--- config.mk ---
export PLATFORM = sky130hd
export DESIGN_NAME = detect_tally_display
export DESIGN_NICKNAME = d
export VERILOG_FILES = /design/src/rtl/detect_tally_display.sv
export SDC_FILE = /design/constraint.sdc
export NUM_CORES = 1
export LEC_CHECK = 0
export BUFFER_PORTS_ARGS = -buffer_cell sky130_fd_sc_hd__buf_2
export CAP_MARGIN = 30
export CORE_MARGIN = 4
export CORE_UTILIZATION = 55
export CTS_CLUSTER_SIZE = 16
export DETAILED_ROUTE_END_ITERATION = 6
export GPL_TIMING_DRIVEN = 0
export PLACE_DENSITY = 0.84
export RECOVER_POWER = 100
export SYNTH_ARGS = -nofsm -noshare
export SYNTH_HDL_FRONTEND = slang
export SYNTH_SLANG_ARGS = --single-unit
--- constraint.sdc ---
create_clock -name clock -period 2.6 [get_ports clock]
set_input_delay 0 -clock clock [delete_from_list [all_inputs] [get_ports clock]]
set_output_delay 0 -clock clock [all_outputs]
set_load 0.01 [all_outputs]
--- src/rtl/detect_tally_display.sv ---
// Board-clock consumer of the 010110 detector: synchronises Z/clear, keeps a BCD
// tally of detections and scans the tally plus detector state onto the 7-seg display.
module detect_tally_display #(
  parameter int SYNC_STAGES = 2,
  parameter int REFRESH_DIV = 100000,
  parameter int HIT_HOLD    = 25000000
) (
  input  logic        clock,
  input  logic        reset,
  input  logic        Z,
  input  logic [2:0]  Q,
  input  logic        clear,
  output logic        hit,
  output logic [15:0] count,
  output logic [7:0]  an,
  output logic [6:0]  seg,
  output logic        dp
);

  // slot    | meaning
  // SLOT_D0 | drive digit 0 with tally units, dp shows hit flash
  // SLOT_D1 | drive digit 1 with tally tens
  // SLOT_D2 | drive digit 2 with tally hundreds
  // SLOT_D3 | drive digit 3 with tally thousands
  // SLOT_Q  | drive digit 7 with detector state Q as an octal glyph
  typedef enum logic [2:0] {SLOT_D0, SLOT_D1, SLOT_D2, SLOT_D3, SLOT_Q} slot_t;

  localparam int RW = (REFRESH_DIV > 1) ? $clog2(REFRESH_DIV) : 1;
  localparam int HW = (HIT_HOLD > 1) ? $clog2(HIT_HOLD) : 1;
  localparam logic [RW-1:0] REF_LAST  = RW'(REFRESH_DIV - 1);
  localparam logic [HW-1:0] HOLD_LOAD = HW'(HIT_HOLD - 1);

  logic [SYNC_STAGES-1:0] z_sync, c_sync;
  logic [2:0]             q_s1, q_s2;
  logic                   zs, cs, zd;
  logic [RW-1:0]          ref_cnt;
  logic [HW-1:0]          hold_cnt;
  slot_t                  slot_q, slot_d;
  logic [7:0]             an_d;
  logic [6:0]             seg_d;
  logic                   dp_d;
  logic [3:0]             digit;

  assign zs = z_sync[SYNC_STAGES-1];
  assign cs = c_sync[SYNC_STAGES-1];

  function automatic logic [15:0] bcd_inc(input logic [15:0] v);
    logic [15:0] r;
    logic        carry;
    r     = v;
    carry = 1'b1;
    for (int i = 0; i < 4; i++) begin
      if (carry) begin
        if (r[4*i +: 4] >= 4'd9) begin
          r[4*i +: 4] = 4'd0;
        end else begin
          r[4*i +: 4] = r[4*i +: 4] + 4'd1;
          carry       = 1'b0;
        end
      end
    end
    return r;
  endfunction

  function automatic logic [6:0] glyph(input logic [3:0] d);
    case (d)
      4'd0:    glyph = 7'b1000000;
      4'd1:    glyph = 7'b1111001;
      4'd2:    glyph = 7'b0100100;
      4'd3:    glyph = 7'b0110000;
      4'd4:    glyph = 7'b0011001;
      4'd5:    glyph = 7'b0010010;
      4'd6:    glyph = 7'b0000010;
      4'd7:    glyph = 7'b1111000;
      4'd8:    glyph = 7'b0000000;
      4'd9:    glyph = 7'b0010000;
      default: glyph = 7'b1111111;
    endcase
  endfunction

  always_ff @(posedge clock or posedge reset) begin
    if (reset) begin
      z_sync <= '0;
      c_sync <= '0;
      q_s1   <= '0;
      q_s2   <= '0;
      zd     <= 1'b0;
      hit    <= 1'b0;
    end else begin
      z_sync <= {z_sync[SYNC_STAGES-2:0], Z};
      c_sync <= {c_sync[SYNC_STAGES-2:0], clear};
      q_s1   <= Q;
      q_s2   <= q_s1;
      zd     <= zs;
      hit    <= zs & ~zd;
    end
  end

  // Clear dominates: a hit landing while clear is active is discarded.
  always_ff @(posedge clock or posedge reset) begin
    if (reset) begin
      count    <= '0;
      hold_cnt <= '0;
      ref_cnt  <= '0;
    end else begin
      if (cs)       count <= '0;
      else if (hit) count <= bcd_inc(count);

      if (hit)                 hold_cnt <= HOLD_LOAD;
      else if (hold_cnt != '0) hold_cnt <= hold_cnt - HW'(1);

      if (ref_cnt == REF_LAST) ref_cnt <= '0;
      else                     ref_cnt <= ref_cnt + RW'(1);
    end
  end

  always_ff @(posedge clock or posedge reset) begin
    if (reset) begin
      slot_q <= SLOT_D0;
      an     <= 8'hFF;
      seg    <= 7'h7F;
      dp     <= 1'b1;
    end else begin
      slot_q <= slot_d;
      an     <= an_d;
      seg    <= seg_d;
      dp     <= dp_d;
    end
  end

  always_comb begin
    slot_d = slot_q;
    an_d   = 8'hFF;
    digit  = 4'hF;
    if (ref_cnt == REF_LAST) begin
      case (slot_q)
        SLOT_D0: slot_d = SLOT_D1;
        SLOT_D1: slot_d = SLOT_D2;
        SLOT_D2: slot_d = SLOT_D3;
        SLOT_D3: slot_d = SLOT_Q;
        default: slot_d = SLOT_D0;
      endcase
    end
    case (slot_q)
      SLOT_D0: begin an_d = 8'hFE; digit = count[3:0];   end
      SLOT_D1: begin an_d = 8'hFD; digit = count[7:4];   end
      SLOT_D2: begin an_d = 8'hFB; digit = count[11:8];  end
      SLOT_D3: begin an_d = 8'hF7; digit = count[15:12]; end
      SLOT_Q:  begin an_d = 8'h7F; digit = {1'b0, q_s2}; end
      default: begin an_d = 8'hFF; digit = 4'hF;         end
    endcase
    seg_d = glyph(digit);
    dp_d  = ~((slot_q == SLOT_D0) && ((hold_cnt != '0) || hit));
  end

endmodule

# After elaboration in Yosys (flattened, before gate mapping)
# Memory sizes are Yosys's and may differ from the RTL's. A register that Yosys moved wholly into a read port is not among the register bits.
# Index checks and enable logic that the tools add are counted.
dict set report op_classes {
  mux 26
  mul 0
  order_cmp 4
  div_mod_pow 0
  n_reduce_logical 12
  eq_ne 5
  bitwise 3
  n_addsub 6
  shifts 0
}
# operator n
set ops {}
lappend ops {{2-to-1 mux 25 bit} 2}
lappend ops {{case mux 8 bit (5 select lines)} 1}
lappend ops {{2-to-1 mux 16 bit} 2}
lappend ops {{2-to-1 mux 4 bit} 7}
lappend ops {{nonzero test 25 bit} 1}
lappend ops {{subtractor 25 x 1 -> 25 bit, second input constant} 1}
lappend ops {{case mux 4 bit (5 select lines)} 1}
lappend ops {{adder 17 x 1 -> 17 bit, second input constant} 1}
lappend ops {{== test 17 bit, second input constant} 1}
lappend ops {{2-to-1 mux 17 bit} 1}
lappend ops {{adder 4 x 1 -> 4 bit, second input constant} 4}
lappend ops {{greater-or-equal comparator 4 bit, second input constant} 4}
lappend ops {{case mux 3 bit (4 select lines)} 1}
lappend ops {{2-to-1 mux 1 bit} 11}
lappend ops {{nonzero test 2 bit} 5}
lappend ops {{== test 3 x 2 -> 1 bit, second input constant} 2}
lappend ops {{AND reduction 2 bit} 3}
lappend ops {{== test 3 x 1 -> 1 bit, second input constant} 1}
lappend ops {{== test 3 bit, second input constant} 1}
lappend ops {{logical NOT 3 bit} 1}
lappend ops {{inverter 1 bit} 2}
lappend ops {{bitwise AND 1 bit} 1}
lappend ops {{logical AND 1 bit} 1}
lappend ops {{logical OR 1 bit} 1}
dict set report totals {
  elab_cells 72
  latch_bits 0
  mem_count 1
  out_inout_bits 33
  in_bits 7
  romBits 112
  regBits 82
  mem_bits_rw 0
}
# name depth word_bits rd rd_clocked_by_memory_dff wr line_no
set memory_table {}
lappend memory_table {{(name not given)} 16 7 1 1 0 66} ;# case (d)

# Longest topological paths before layout
dict set report depth {
  word_depth 13
  ltp_mapped 8
  ltp_nobuf 7
}

# Least setup slack after synthesis
# No wires, ideal clock.
dict set report synth_timing {
  path_type {register -> register}
  from {register hold_cnt[17]}
  to {register hold_cnt[1]}
  t_required_ps 2532
  slack_ps 442
  synth_period_minus_slack_ps 2158
  arrival_time_ps 2090
  n_path_buf 1
  path_stages_with_launch 7
  path_cell_list {dfrtp_1 or4_4 nand4bb_4 nor3_4 buf_4 mux2_1 nand2_1}
}
dict set report synth_via {
  elab_chain_len 2
}
# element line_no
set synth_lines {}
lappend synth_lines {{start, declared} 37} ;# logic [HW-1:0] hold_cnt;
lappend synth_lines {{start signal, assigned} 110} ;# else if (hold_cnt != '0) hold_cnt <= hold_cnt - HW'(1);
lappend synth_lines {{nonzero test 25 bit} 110}
lappend synth_lines {{nonzero test 2 bit (no source line)} -}
# Every way passes these cells.
# A chain may end at the register's enable or synchronous reset.

# Final worst setup path
# Ends and elaborated chain as after synthesis.

==> results.md <==
* Remaining Overflow, GRT: 0
* share of the clock period used by the worst path after layout: 0.955
* Sink Count: 86
* non-filler cells, final: 578
* Antenna Diode Count: 0
* Worst R2R Start: hold_cnt[17]
* TritonCTS clock tree: built
* slowest library cell on the worst path: sky130_fd_sc_hd__or4_1
* die height: 96.6 microns
* Critical Path AT: 2.78 ns
* clock root buffer: sky130_fd_sc_hd__clkbuf_8
* power density over the cells: 593 mW/mm^2
* startpoint of the worst setup timing path: hold_cnt[17]
* Synth-to-Final Area Change: 13.4%
* number of setup buffers added after CTS: 0
* largest stage delay on the critical path: 0.58 ns
* antenna violations before repair: 0
* full die area: 0.00933 sq mm
* total chip power: 0.00290 W
* post-synthesis cell type with the largest combined area: sky130_fd_sc_hd__dfrtp_1
* # setup viols final: 0
* Post-layout nets: 496
* count of antenna-violating nets left after detailed routing: 0
* overall routing resource usage: 0.207
* WL per Instance: 15.8 microns
* required time at the endpoint of the critical path: 2.89 ns
* share of cells above drive strength 1: 0.120
* filler cell count in the final layout: 633
* number of enable flip-flop cells after synthesis: 0
* count of buffers inserted at the top-level ports: 36
* starting density of the core: 0.562
* Area after DPL: 0.00466 sq mm
* cells taking the most area after synthesis: sky130_fd_sc_hd__dfrtp_1 42%, sky130_fd_sc_hd__dfstp_2 7.9%, sky130_fd_sc_hd__ha_1 5.2%
* endpoint of the worst setup timing path: hold_cnt[1]
* number of global-route vias before repair: 3310
* cells after synthesis: 415
* largest net degree at the start of global routing: 65
* RSZ-0062 raised after global routing: false
* final slew viol count: 0
* mean instance size in the synthesized netlist: 10.4 sq um
* type of the worst setup path: reg2reg
* HPWL after detailed placement: 6360 microns
* Final Hold Violating Endpoints: 0
* Core Region: 0.00769 sq mm
* Synth cell types: 62
* transition time of the tightest slew-check pin: 0.991 ns
* Final min period: 2.48 ns
* DR DRC count: 0
* Clock Latency Late Sink: 0.36 ns
* Most used DFF post-synth: sky130_fd_sc_hd__dfrtp_1
* setup slack, reg-to-reg: 0.12 ns
* static power due to leakage: 2.03 nW
* sequential share of the synthesized area: 0.502
* final core utilization: 0.637
* maximum capacitance violations: 0
* wire length of the first global-routing pass: 16100 microns
* post-DR vias/cell: 5.79
* clock transition at the registers of the reported paths: 0.09 ns
* highest achievable clock rate: 403 MHz
* routed via count: 3346
* FFs w/ async S/R, synth: 1.00
* H-Tree Level Count: 3
* I/O pin total: 40
* maximum VDD drop: 0.248 mV
* logic depth of the worst register-to-register path: 6
* 1st-pass router iterations: 4
* final wirelength: 9130 microns
* minimum hold slack: 0.275 ns
* type of origin of the critical path: flip-flop
* outcome: finished, final reports clean
* post-route standard cell area excluding fillers: 0.00490 sq mm
* netlist area before placement: 0.00432 sq mm
* class of the tightest hold or removal check: in2reg
* largest buffer count on any clock path: 2
* leading post-synthesis cells by instance count: 73 x sky130_fd_sc_hd__dfrtp_1, 29 x sky130_fd_sc_hd__nor2_1, 24 x sky130_fd_sc_hd__nand2_1
* Max FO, Critical Path: 10
* destination of the worst register-to-register timing path: hold_cnt[1]
* gp weighted congestion: 0.835
* FP Rows: 32
* most instantiated library cell after synthesis: sky130_fd_sc_hd__dfrtp_1
* Cell Count Post-Placement: 556
* yosys synthesis warning count: 0
* drt initial violations: 175
* list of cells traversed by the critical path: or4_1 > nand4bb_4 > nor3_4 > buf_4 > mux2_1 > nand2_1
* number of CTS-inserted buffers: 9
* flip-flop and latch count after synthesis: 86
* Critical Path Sink Type: flip-flop
* remaining max-slew budget at the tightest pin: 0.336
* horizontal die dimension: 96.6 microns
* area share of the largest cell type after synthesis: 0.423
* worst-case clock skew: 0.0107 ns
==> critical path, delay by kind of cell (launching register included) <==
kind                   cells  cell delay, ns
and+or+nand+nor            4            1.37
muxes                      1            0.34
buffers and inverters      1            0.27
DFF                        1            0.43
==> power by group <==
group | total (W) | switching, W | internal, W
Combinational | 0.000302 | 0.000187 | 0.000115
Sequential | 0.00147 | 0.0000693 | 0.00140
Clock | 0.00113 | 0.000492 | 0.000637
==> routing by layer <==
| layer | vias to the layer above | routed length, microns | GRT usage |
|---|---|---|---|
| li1 | 1590 | - | - |
| met1 | 1674 | 4030 | 0.282 |
| met2 | 71 | 4600 | 0.339 |
| met3 | 11 | 351 | 0.0418 |
| met4 | 0 | 145 | 0.0551 |
| met5 | - | 0 | 0 |
==> how the worst min path moves through the flow <==
| stage | startpoint | end | slack (ns) | cells past startpoint |
|---|---|---|---|---|
| floorplan | clear | c_sync[0] | 0.03 | 0 |
| finish | clear | c_sync[0] | 0.27 | 2 |
| CTS | reset | hold_cnt[4] | 0.15 | 3 |
| detailed placement | reset | z_sync[0] | -0.01 | 2 |
| global route | clear | c_sync[0] | 0.28 | 2 |
| global placement | clear | c_sync[0] | 0.11 | 1 |
==> cells by family after synthesis <==
group           count (synthesis)  synth area share
simple gates                  166             0.223
compound gates                 73             0.111
flops                          86             0.502
buf+inv                        38            0.0382
xor+xnor                       16            0.0325
other cells                     1          0.000868
fa+ha+maj                      18            0.0522
mux                            17            0.0406
==> placed cells by master (no fill, tap or decap), drive strengths merged, types with 13 or more instances in the layout <==
cell,n
a21oi,14
clkbuf,53
dfrtp,73
dfstp,13
ha,18
inv,19
mux2i,13
nand2,24
nand3,23
nor2,29
o21ai,22
==> what timing repair did <==
item                                    4_1_cts  5_1_grt
resized for setup                             0        1
hold buffers                                  6        0
endpoints found under the hold margin        80        0
endpoints found under the setup margin        0        1
==> flip-flops by register name, indices dropped and copies added (netlist names) <==
signal / cells
c_sync: 2
count: 16
seg: 7
zd: 1
ref_cnt: 17
hit: 1
slot_q: 3
hold_cnt: 25
an: 5
q_s1: 3
z_sync: 2
dp: 1
q_s2: 3
==> area by class of cell <==
| cell class | count | area, sq um | area share |
|---|---|---|---|
| sequential | 86 | 2170 | 0.443 |
| timing repair buffer | 43 | 210 | 0.0429 |
| inverter | 20 | 76.3 | 0.0156 |
| clock inverter | 6 | 110 | 0.0225 |
| multi-input combinational | 293 | 1990 | 0.406 |
| clock buffer | 10 | 128 | 0.0261 |
| tap | 102 | 128 | 0.0261 |
| buffer | 18 | 87.6 | 0.0179 |
==> per-stage QoR <==
stage          setup slack (ns)  setup TNS [ns]
2_1_floorplan             0.400               0
3_3_place_gp             -0.513          -37.08
3_5_place_dp              0.174               0
4_1_cts                   0.155               0
5_1_grt                  0.0206               0
6_report                  0.116               0
No activity file was read; power rests on OpenSTA's default activity.
